<file path="config.mk">
export PLATFORM = sky130hd
export DESIGN_NAME = cmac_dot_seq_flat
export DESIGN_NICKNAME = d
export VERILOG_FILES = /design/src/rtl/cmac_dot_seq_if.sv /design/src/rtl/cmac_dot_seq.sv /design/src/flat_wrapper.sv
export SDC_FILE = /design/constraint.sdc
export NUM_CORES = 1
export LEC_CHECK = 0
export ABC_AREA = 0
export BUFFER_PORTS_ARGS = -buffer_cell sky130_fd_sc_hd__buf_2
export CAP_MARGIN = 20
export CORE_ASPECT_RATIO = 0.5
export CORE_UTILIZATION = 41
export CTS_CLUSTER_DIAMETER = 50
export DETAILED_ROUTE_END_ITERATION = 6
export PLACE_DENSITY = 0.81
export SLEW_MARGIN = 20
export SYNTH_ARGS = -nofsm -noshare
export SYNTH_HDL_FRONTEND = slang
export SYNTH_SLANG_ARGS = --single-unit
</file>
<file path="constraint.sdc">
create_clock -name clk -period 2.85 [get_ports clk]
set_input_delay 0.1425 -clock clk [delete_from_list [all_inputs] [get_ports clk]]
set_output_delay 0.1425 -clock clk [all_outputs]
set_load 0.005 [all_outputs]
</file>
<file path="src/rtl/cmac_dot_seq_if.sv">
// ---------------------------------------------------------------------------
// cmac_dot_seq_if : operand stream, PE and result bundle for cmac_dot_seq
// Rev 1.0
// ---------------------------------------------------------------------------
`default_nettype none

interface cmac_dot_seq_if #(
  parameter int DATA_WIDTH = 16,
  parameter int LEN_W      = 8
);
  // Command
  logic                    start;
  logic [LEN_W-1:0]        cfg_len;
  logic [4:0]              cfg_shift;
  logic                    busy;
  // Operand stream
  logic                    in_valid;
  logic                    in_ready;
  logic [2*DATA_WIDTH-1:0] in_a;
  logic [2*DATA_WIDTH-1:0] in_b;
  // PE side
  logic                    cmac_mac;
  logic [4:0]              cmac_shift;
  logic [2*DATA_WIDTH-1:0] cmac_opa;
  logic [2*DATA_WIDTH-1:0] cmac_opb;
  logic [2*DATA_WIDTH-1:0] cmac_opc;
  logic [2*DATA_WIDTH-1:0] cmac_opd;
  logic [2*DATA_WIDTH-1:0] cmac_out_add;
  // Result
  logic                    res_valid;
  logic                    res_ready;
  logic [2*DATA_WIDTH-1:0] res_data;

  modport master (
    input  start, cfg_len, cfg_shift, in_valid, in_a, in_b, cmac_out_add, res_ready,
    output busy, in_ready, cmac_mac, cmac_shift, cmac_opa, cmac_opb, cmac_opc,
           cmac_opd, res_valid, res_data
  );

  modport slave (
    output start, cfg_len, cfg_shift, in_valid, in_a, in_b, cmac_out_add, res_ready,
    input  busy, in_ready, cmac_mac, cmac_shift, cmac_opa, cmac_opb, cmac_opc,
           cmac_opd, res_valid, res_data
  );
endinterface

`default_nettype wire

</file>
<file path="src/rtl/cmac_dot_seq.sv">
// ---------------------------------------------------------------------------
// cmac_dot_seq : streams complex operand pairs into a cmac PE and returns
//                the accumulated complex dot product.   Rev 1.0
// ---------------------------------------------------------------------------
`default_nettype none

module cmac_dot_seq #(
  parameter int DATA_WIDTH = 16,
  parameter int LEN_W      = 8,
  parameter int CMAC_LAT   = 2
) (
  input  wire logic       clk,
  input  wire logic       rst_n,
  cmac_dot_seq_if.master  bus
);

  localparam int CW = 2 * DATA_WIDTH;

  localparam logic [1:0] ST_IDLE  = 2'd0;
  localparam logic [1:0] ST_RUN   = 2'd1;
  localparam logic [1:0] ST_DRAIN = 2'd2;
  localparam logic [1:0] ST_DONE  = 2'd3;

  logic [1:0]          state_q, state_d;
  logic [LEN_W-1:0]    len_q, len_d;
  logic [LEN_W-1:0]    cnt_q, cnt_d;
  logic [4:0]          shift_q, shift_d;
  logic [CW-1:0]       acc_q, acc_d;
  logic [CMAC_LAT-1:0] vpipe_q, vpipe_d;
  logic [CMAC_LAT-1:0] vpipe_shift;

  logic in_ready;
  logic fire;
  logic ret;

  assign in_ready = (state_q == ST_RUN) && (cnt_q < len_q);
  assign fire     = in_ready && bus.in_valid;
  assign ret      = vpipe_q[CMAC_LAT-1];

  if (CMAC_LAT == 1) begin : g_pipe_single
    assign vpipe_shift = fire;
  end else begin : g_pipe_multi
    assign vpipe_shift = {vpipe_q[CMAC_LAT-2:0], fire};
  end

  // State register
  always_ff @(posedge clk or negedge rst_n) begin
    if (!rst_n) begin
      state_q <= ST_IDLE;
      len_q   <= '0;
      cnt_q   <= '0;
      shift_q <= '0;
      acc_q   <= '0;
      vpipe_q <= '0;
    end else begin
      state_q <= state_d;
      len_q   <= len_d;
      cnt_q   <= cnt_d;
      shift_q <= shift_d;
      acc_q   <= acc_d;
      vpipe_q <= vpipe_d;
    end
  end

  // Next-state and datapath update
  always_comb begin
    state_d = state_q;
    len_d   = len_q;
    cnt_d   = cnt_q;
    shift_d = shift_q;
    acc_d   = acc_q;
    vpipe_d = vpipe_shift;

    if (ret) begin
      acc_d = bus.cmac_out_add;
    end
    if (fire) begin
      cnt_d = cnt_q + LEN_W'(1);
    end

    case (state_q)
      ST_IDLE: begin
        if (bus.start) begin
          len_d   = bus.cfg_len;
          shift_d = bus.cfg_shift;
          cnt_d   = '0;
          acc_d   = '0;
          vpipe_d = '0;
          state_d = (bus.cfg_len != '0) ? ST_RUN : ST_DONE;
        end
      end
      ST_RUN: begin
        if (fire && (cnt_q == len_q - LEN_W'(1))) begin
          state_d = ST_DRAIN;
        end
      end
      ST_DRAIN: begin
        // ret is a bit of vpipe, so an empty pipe also means no return now
        if (vpipe_q == '0) begin
          state_d = ST_DONE;
        end
      end
      ST_DONE: begin
        if (bus.res_ready) begin
          state_d = ST_IDLE;
        end
      end
      default: state_d = ST_IDLE;
    endcase
  end

  // Outputs
  always_comb begin
    bus.busy       = (state_q != ST_IDLE);
    bus.in_ready   = in_ready;
    bus.cmac_mac   = fire;
    bus.cmac_shift = shift_q;
    bus.cmac_opa   = (state_q == ST_RUN) ? bus.in_a : '0;
    bus.cmac_opb   = (state_q == ST_RUN) ? bus.in_b : '0;
    // The PE adds the live accumulator when each issue returns
    bus.cmac_opc   = acc_q;
    bus.cmac_opd   = '0;
    bus.res_valid  = (state_q == ST_DONE);
    bus.res_data   = (state_q == ST_DONE) ? acc_q : '0;
  end

endmodule

`default_nettype wire

</file>
<file path="src/flat_wrapper.sv">
// flat-port wrapper written by rule: the top's interface ports become plain ports
module cmac_dot_seq_flat 
#(
  parameter int DATA_WIDTH = 16,
  parameter int LEN_W      = 8,
  parameter int CMAC_LAT   = 2
)
  (clk, rst_n, bus_start, bus_cfg_len, bus_cfg_shift, bus_in_valid, bus_in_a, bus_in_b, bus_cmac_out_add, bus_res_ready, bus_busy, bus_in_ready, bus_cmac_mac, bus_cmac_shift, bus_cmac_opa, bus_cmac_opb, bus_cmac_opc, bus_cmac_opd, bus_res_valid, bus_res_data);
  cmac_dot_seq_if #(.DATA_WIDTH(DATA_WIDTH), .LEN_W(LEN_W)) bus_i ();
  input  wire logic clk;
  input  wire logic rst_n;
  input wire logic [$bits(bus_i.start)-1:0] bus_start;
  input wire logic [$bits(bus_i.cfg_len)-1:0] bus_cfg_len;
  input wire logic [$bits(bus_i.cfg_shift)-1:0] bus_cfg_shift;
  input wire logic [$bits(bus_i.in_valid)-1:0] bus_in_valid;
  input wire logic [$bits(bus_i.in_a)-1:0] bus_in_a;
  input wire logic [$bits(bus_i.in_b)-1:0] bus_in_b;
  input wire logic [$bits(bus_i.cmac_out_add)-1:0] bus_cmac_out_add;
  input wire logic [$bits(bus_i.res_ready)-1:0] bus_res_ready;
  output wire logic [$bits(bus_i.busy)-1:0] bus_busy;
  output wire logic [$bits(bus_i.in_ready)-1:0] bus_in_ready;
  output wire logic [$bits(bus_i.cmac_mac)-1:0] bus_cmac_mac;
  output wire logic [$bits(bus_i.cmac_shift)-1:0] bus_cmac_shift;
  output wire logic [$bits(bus_i.cmac_opa)-1:0] bus_cmac_opa;
  output wire logic [$bits(bus_i.cmac_opb)-1:0] bus_cmac_opb;
  output wire logic [$bits(bus_i.cmac_opc)-1:0] bus_cmac_opc;
  output wire logic [$bits(bus_i.cmac_opd)-1:0] bus_cmac_opd;
  output wire logic [$bits(bus_i.res_valid)-1:0] bus_res_valid;
  output wire logic [$bits(bus_i.res_data)-1:0] bus_res_data;
  assign bus_i.start = bus_start;
  assign bus_i.cfg_len = bus_cfg_len;
  assign bus_i.cfg_shift = bus_cfg_shift;
  assign bus_i.in_valid = bus_in_valid;
  assign bus_i.in_a = bus_in_a;
  assign bus_i.in_b = bus_in_b;
  assign bus_i.cmac_out_add = bus_cmac_out_add;
  assign bus_i.res_ready = bus_res_ready;
  assign bus_busy = bus_i.busy;
  assign bus_in_ready = bus_i.in_ready;
  assign bus_cmac_mac = bus_i.cmac_mac;
  assign bus_cmac_shift = bus_i.cmac_shift;
  assign bus_cmac_opa = bus_i.cmac_opa;
  assign bus_cmac_opb = bus_i.cmac_opb;
  assign bus_cmac_opc = bus_i.cmac_opc;
  assign bus_cmac_opd = bus_i.cmac_opd;
  assign bus_res_valid = bus_i.res_valid;
  assign bus_res_data = bus_i.res_data;
  cmac_dot_seq #(.DATA_WIDTH(DATA_WIDTH), .LEN_W(LEN_W), .CMAC_LAT(CMAC_LAT)) u_core (.clk(clk), .rst_n(rst_n), .bus(bus_i));
endmodule
</file>
; Word-level counts from Yosys, hierarchy flattened
; Index checks and enable logic that the tools add are counted.
[word_totals]
rom_bits = 0
ram_bits = 0
mem_count = 0
in_bits = 114
out_inout_bits = 169
latch_bits = 0
word_cells = 43
reg_bits = 57
[classes]
multipliers = 0
muxes = 17
add_sub_neg = 2
n_reduce_logical = 9
shift = 0
order_cmp = 1
bitwise = 0
n_div = 0
eq_ne = 8
[op_table]
columns = cell, count
row1 = $mux W32, 6
row2 = $mux W8, 3
row3 = $mux W2, 7
row4 = $add A8 B1 Y8 const B, 1
row5 = $eq A8 B8 Y1, 1
row6 = $lt A8 B8 Y1, 1
row7 = $pmux W2 S4, 1
row8 = $reduce_bool A8 Y1, 1
row9 = $sub A8 B1 Y8 const B, 1
row10 = $ne A2 B2 Y1 const B, 3
row11 = $eq A2 B2 Y1 const B, 2
row12 = $logic_not A2 Y1, 2
row13 = $reduce_and A4 Y1, 1
row14 = $logic_and A1 B1 Y1, 3
row15 = $eq A2 B1 Y1 const B, 1
row16 = $ne A2 B1 Y1 const B, 1
row17 = $reduce_and A2 Y1, 1
row18 = $reduce_bool A2 Y1, 1

; Logic depth before layout (Yosys ltp)
[depth]
ltp_word = 6
ltp_mapped = 9
ltp_nobuf = 8

; Worst setup path after synthesis
; OpenSTA, ideal clock, no wires.
[synth_path]
kind = reg-to-reg
startpoint = register u_core.len_q[0]
endpoint = register u_core.state_q[1]
path_buffers = 0
path_stages_with_launch = 9
path_slack_ns = 0.682
synth_period_minus_slack_ns = 2.168
setup_ns = 0.087
t_arrival_ns = 2.082
cell_sequence = dfrtp_1 > inv_1 > ha_1 > or3b_4 > nor4_4 > o211ai_2 > nor4_4 > or4b_1 > o211ai_1
[synth_via]
elab_chain_len = 6
word_cells_on_any_way = 8
cone_classes = add/sub: 1 / order compare: 1 / eq/ne: 2 / reduce/logical: 4
[synth_lines]
columns = element, line
row1 = start: declaration, cmac_dot_seq.sv:25  ; logic [LEN_W-1:0] len_q, len_d;
row2 = start signal: assignment, cmac_dot_seq.sv:57  ; len_q <= len_d;
row3 = "parallel branches: the longest is 3 deep, another holds $sub A8 B1 Y8", -
row4 = $logic_and A1 B1 Y1 *, cmac_dot_seq.sv:93  ; if (fire && (cnt_q == len_q - LEN_W'(1))) begin
row5 = $ne A2 B2 Y1 (no source line) *, -
row6 = $reduce_and A4 Y1 (no source line) *, -
row7 = end signal: assignment, cmac_dot_seq.sv:56  ; state_q <= state_d;
row8 = end: declaration, cmac_dot_seq.sv:24  ; logic [1:0] state_q, state_d;
; Every way passes the cells marked *.
; A chain may end at the register's enable or synchronous reset.

; Final worst setup path
[layout_path]
startpoint = register u_core.len_q[4]
endpoint = output bus_cmac_mac
[layout_via]
elab_chain_len = 3
[layout_lines]
columns = element, line
row1 = $lt A8 B8 Y1, cmac_dot_seq.sv:36  ; assign in_ready = (state_q == ST_RUN) && (cnt_q < len_q);
row2 = $logic_and A1 B1 Y1, cmac_dot_seq.sv:36
row3 = $logic_and A1 B1 Y1, cmac_dot_seq.sv:37  ; assign fire = in_ready && bus.in_valid;
row4 = end: declaration, flat_wrapper.sv:22  ; output wire logic [$bits(bus_i.cmac_mac)-1:0] bus_cmac_mac;
; No other way between the ends.

==> flow_metrics.env <==
export IMPL_timing_reg2reg_worst_path_depth=8
export IMPL_syn_area_mm2=0.00385
export IMPL_dieHeight_um=70.6
export IMPL_fin_util_pct=60.6
export IMPL_violations="design-rule violations"
export IMPL_period_share_pct=90.6
export IMPL_worst_pin_slew_ns=0.958
export IMPL_pwr_density_cell_mw_per_mm2=904
export IMPL_cts_buffer_depth=2
export IMPL_yosys_area_share_adder_pct=4.87
export IMPL_ys_warn_count=0
export IMPL_num_vias=3660
export IMPL_die_width_um=139
export IMPL_cts_inserted_buffers=9
export IMPL_crit_path_cell_trace="inv_1 > ha_1 > nand4_1 > a21oi_1 > nor2_1 > buf_2"
export IMPL_finalCriticalPeriod_ns=2.58
export IMPL_synth_xor_area_share_pct=3.67
export IMPL_drc_errors=12
export IMPL_crit_arrival_ns=2.44
export IMPL_slowest_delay_ns=0.69
export IMPL_critPathBufInv=2
export IMPL_wl_per_cell_um=14.4
export IMPL_synth_cell_types=48
export IMPL_status="complete, but fails checks"
export IMPL_clock_latency_ns=0.33
export IMPL_clock_sinks=57
export IMPL_ys_seq_area_share_pct=37.0
export IMPL_area_growth_pct=40.2
export IMPL_reg2reg_slack_ns=0.44
export IMPL_antenna_cells=0
export IMPL_post_cts_buffers=0
export IMPL_track_usage_pct=22.7
export IMPL_fillers=773
export IMPL_antenna_found_initial=0
export IMPL_grt_pass1_wl_um=17500
export IMPL_htreeDepth=3
export IMPL_finalHoldViolCount=0
export IMPL_reg2reg_to="u_core.state_q[1]"
export IMPL_setup_viol=0
export IMPL_ys_top_cells_by_area="dfrtp_1 37%, and2_1 16%, mux2i_1 8.3%"
export IMPL_fin_setup_tns_ns=0
export IMPL_core_mm2=0.00892
export IMPL_wirelength_um=11300
export IMPL_layout_setup_ws_ns=0.268
export IMPL_synth_enable_flop_cells=0
export IMPL_io_buffers=250
export IMPL_timing_max_cap_violations=0
export IMPL_rsz0062_at_grt="no"
export IMPL_final_area_mm2=0.00541
export IMPL_synthMuxAreaShare_pct=9.77
export IMPL_io_pins=283
export IMPL_worstPathRequired_ns=2.71
export IMPL_drt_initial_drc_count=281
export IMPL_place_gp_congestion=0.839
export IMPL_start_kind="register"
export IMPL_nets=791
export IMPL_r2r_start="u_core.len_q[1]"
export IMPL_critPathKind="register to primary output"
export IMPL_dieArea_mm2=0.00982
export IMPL_synth_top_family_by_area="simple AND/OR/NAND/NOR gates"
export IMPL_synth_top_area_cell="dfrtp_1"
export IMPL_slowest_stage="a21oi_1"
export IMPL_fin_cells=784
export IMPL_max_freq_mhz=387
export IMPL_root_buffer="clkbuf_16"
export IMPL_max_slew_margin_rel_pct=36.1
export IMPL_synthCells=419
export IMPL_critPathLaunch="u_core.len_q[4]"
export IMPL_p_leak_uw=0.00301
export IMPL_synth_compound_area_share_pct=5.42
export IMPL_pre_cts_slack_ns=0.455
export IMPL_ys_flop_type="dfrtp_1"
export IMPL_slew_viol_final=0
export IMPL_clkTransAtPathRegs_ns=0.05
export IMPL_viasPerCell=4.67
export IMPL_start_util_pct=43.2
export IMPL_syn_avg_cell_area_um2=9.20
export IMPL_dp_cells=767
export IMPL_drive_above_1_share_pct=43.2
export IMPL_crit_end="bus_cmac_mac"
export IMPL_grt_max_degree=68
export IMPL_crit_path_max_fanout=11
export IMPL_path_depth=6
export IMPL_synth_async_sr_flop_share_pct=100
export IMPL_yosys_area_share_simple_pct=29.2
export IMPL_critPathTopFamily="compound AO/OA/AOI/OAI gates"
export IMPL_end_kind="primary output"
export IMPL_grt_ovfl_total=0
export IMPL_dp_hpwl_um=8700
export IMPL_antenna_left=0
export IMPL_clock_skew_ns=0.00592
export IMPL_grt_pass1_vias=3382
export IMPL_placed_cell_area_mm2=0.00508
export IMPL_hp_class="input port to register"
export IMPL_cts_resized=0
export IMPL_first_pass_iters=7
export IMPL_vdd_drop_max_mv=0.415
export IMPL_synth_seq_cells=57
export IMPL_cts_tree="built"
export IMPL_num_rows=24
export IMPL_yosysTopAreaCellShare_pct=37.0
[cell families after synthesis]
| kind of cell | after synthesis |
|---|---|
| buffers and inverters | 70 |
| multiplexers | 37 |
| AND/OR/NAND/NOR | 196 |
| XOR/XNOR | 14 |
| flip-flops | 57 |
| other | 1 |
| AO/OA/AOI/OAI | 29 |
| adder cells (fa/ha/maj) | 15 |
[how the worst min path moves through the flow]
stage               slack, ns              from                       end  cells past startpoint
floorplan               -0.15             rst_n    u_core.bus.cmac_opc[0]                      0
CTS                      0.03    bus_cfg_len[6]           u_core.len_q[6]                      3
finish                   0.04    bus_cfg_len[6]           u_core.len_q[6]                      3
global placement         0.33             rst_n   u_core.bus.cmac_opc[12]                      1
global route             0.04  bus_cfg_shift[0]  u_core.bus.cmac_shift[0]                      2
detailed placement       0.34             rst_n   u_core.bus.cmac_opc[12]                      1
[area by class of cell]
| type | instances | area, um^2 | share of cell area (%) |
|---|---|---|---|
| clock buffer | 10 | 229 | 4.24 |
| clock inverter | 6 | 82.6 | 1.53 |
| inverter | 14 | 52.6 | 0.972 |
| multi-input combinational | 323 | 2160 | 40.0 |
| sequential | 57 | 1430 | 26.4 |
| tap | 117 | 146 | 2.71 |
| timing repair buffer | 257 | 1310 | 24.2 |
[cell usage after synthesis (all sizes together), types with 4 or more instances]
| library cell | number |
|---|---|
| a21oi | 4 |
| and2 | 98 |
| buf | 38 |
| clkbuf | 18 |
| dfrtp | 57 |
| ha | 15 |
| inv | 14 |
| mux2 | 5 |
| mux2i | 32 |
| nand2 | 13 |
| nand3 | 4 |
| nand4 | 5 |
| nor2 | 47 |
| nor2b | 4 |
| nor3 | 7 |
| nor4 | 5 |
| o211ai | 4 |
| o21ai | 11 |
| xnor2 | 11 |
[worst min-delay path, delay by kind of cell]
family          cells  cell delay (ns)
compound gates      1             0.06
buf+inv             1             0.09
simple gates        1             0.04
[power by group]
group	total, uW	leakage (uW)	internal [uW]	switching (uW)
Clock	1130	0.000152	759	369
Combinational	2400	0.00212	1130	1270
Sequential	1360	0.000737	1100	263
[stage by stage]
| stage | hold slack [ns] | total power [uW] |
|---|---|---|
| 6_report | 0.0375 | 4890 |
| 3_5_place_dp | 0.340 | 3750 |
| 5_1_grt | 0.0394 | 5230 |
| 2_1_floorplan | -0.153 | 2840 |
| 3_3_place_gp | 0.334 | 3650 |
| 4_1_cts | 0.0346 | 4920 |
[metal layers]
| metal | track usage, % | share of wire [%] |
|---|---|---|
| met5 | 0 | 0 |
| met4 | 5.31 | 0.94 |
| met3 | 6.16 | 5.2 |
| met2 | 38.5 | 51 |
| met1 | 29.3 | 43 |
[repair_timing]
action / in CTS / in global routing
endpoints found under the setup margin: 0 / 0
hold buffers: 1 / 0
endpoints found under the hold margin: 41 / 0
[registers in the layout, indices dropped and copies added (netlist names)]
name and flops:
u_core.bus.cmac_opc 32, u_core.cnt_q 8, u_core.len_q 8, u_core.bus.cmac_shift 5, u_core.state_q 2, u_core.vpipe_q 2
[placed cells by master (no fill, tap or decap), types with 2 or more instances in the layout]
master / Yosys / routed
clkinv_2: 0 / 3
o21ai_0: 11 / 11
clkbuf_16: 0 / 9
nor2b_1: 4 / 4
nand2_1: 13 / 13
xor2_1: 3 / 3
nand4_1: 5 / 5
buf_4: 32 / 6
dfrtp_1: 57 / 56
xnor2_1: 10 / 10
bufinv_16: 0 / 2
o211ai_1: 2 / 2
and2_1: 98 / 97
a21oi_1: 4 / 4
conb_1: 1 / 32
nor3_1: 7 / 7
nor4_4: 2 / 2
mux2i_1: 32 / 32
nor2_1: 46 / 46
inv_1: 13 / 13
o221ai_1: 2 / 2
nor4_1: 3 / 3
nand3_1: 4 / 4
nor4b_1: 3 / 3
mux2_2: 5 / 5
or4b_1: 2 / 2
buf_2: 1 / 250
ha_1: 15 / 15
(Power assumes the default switching activity.)
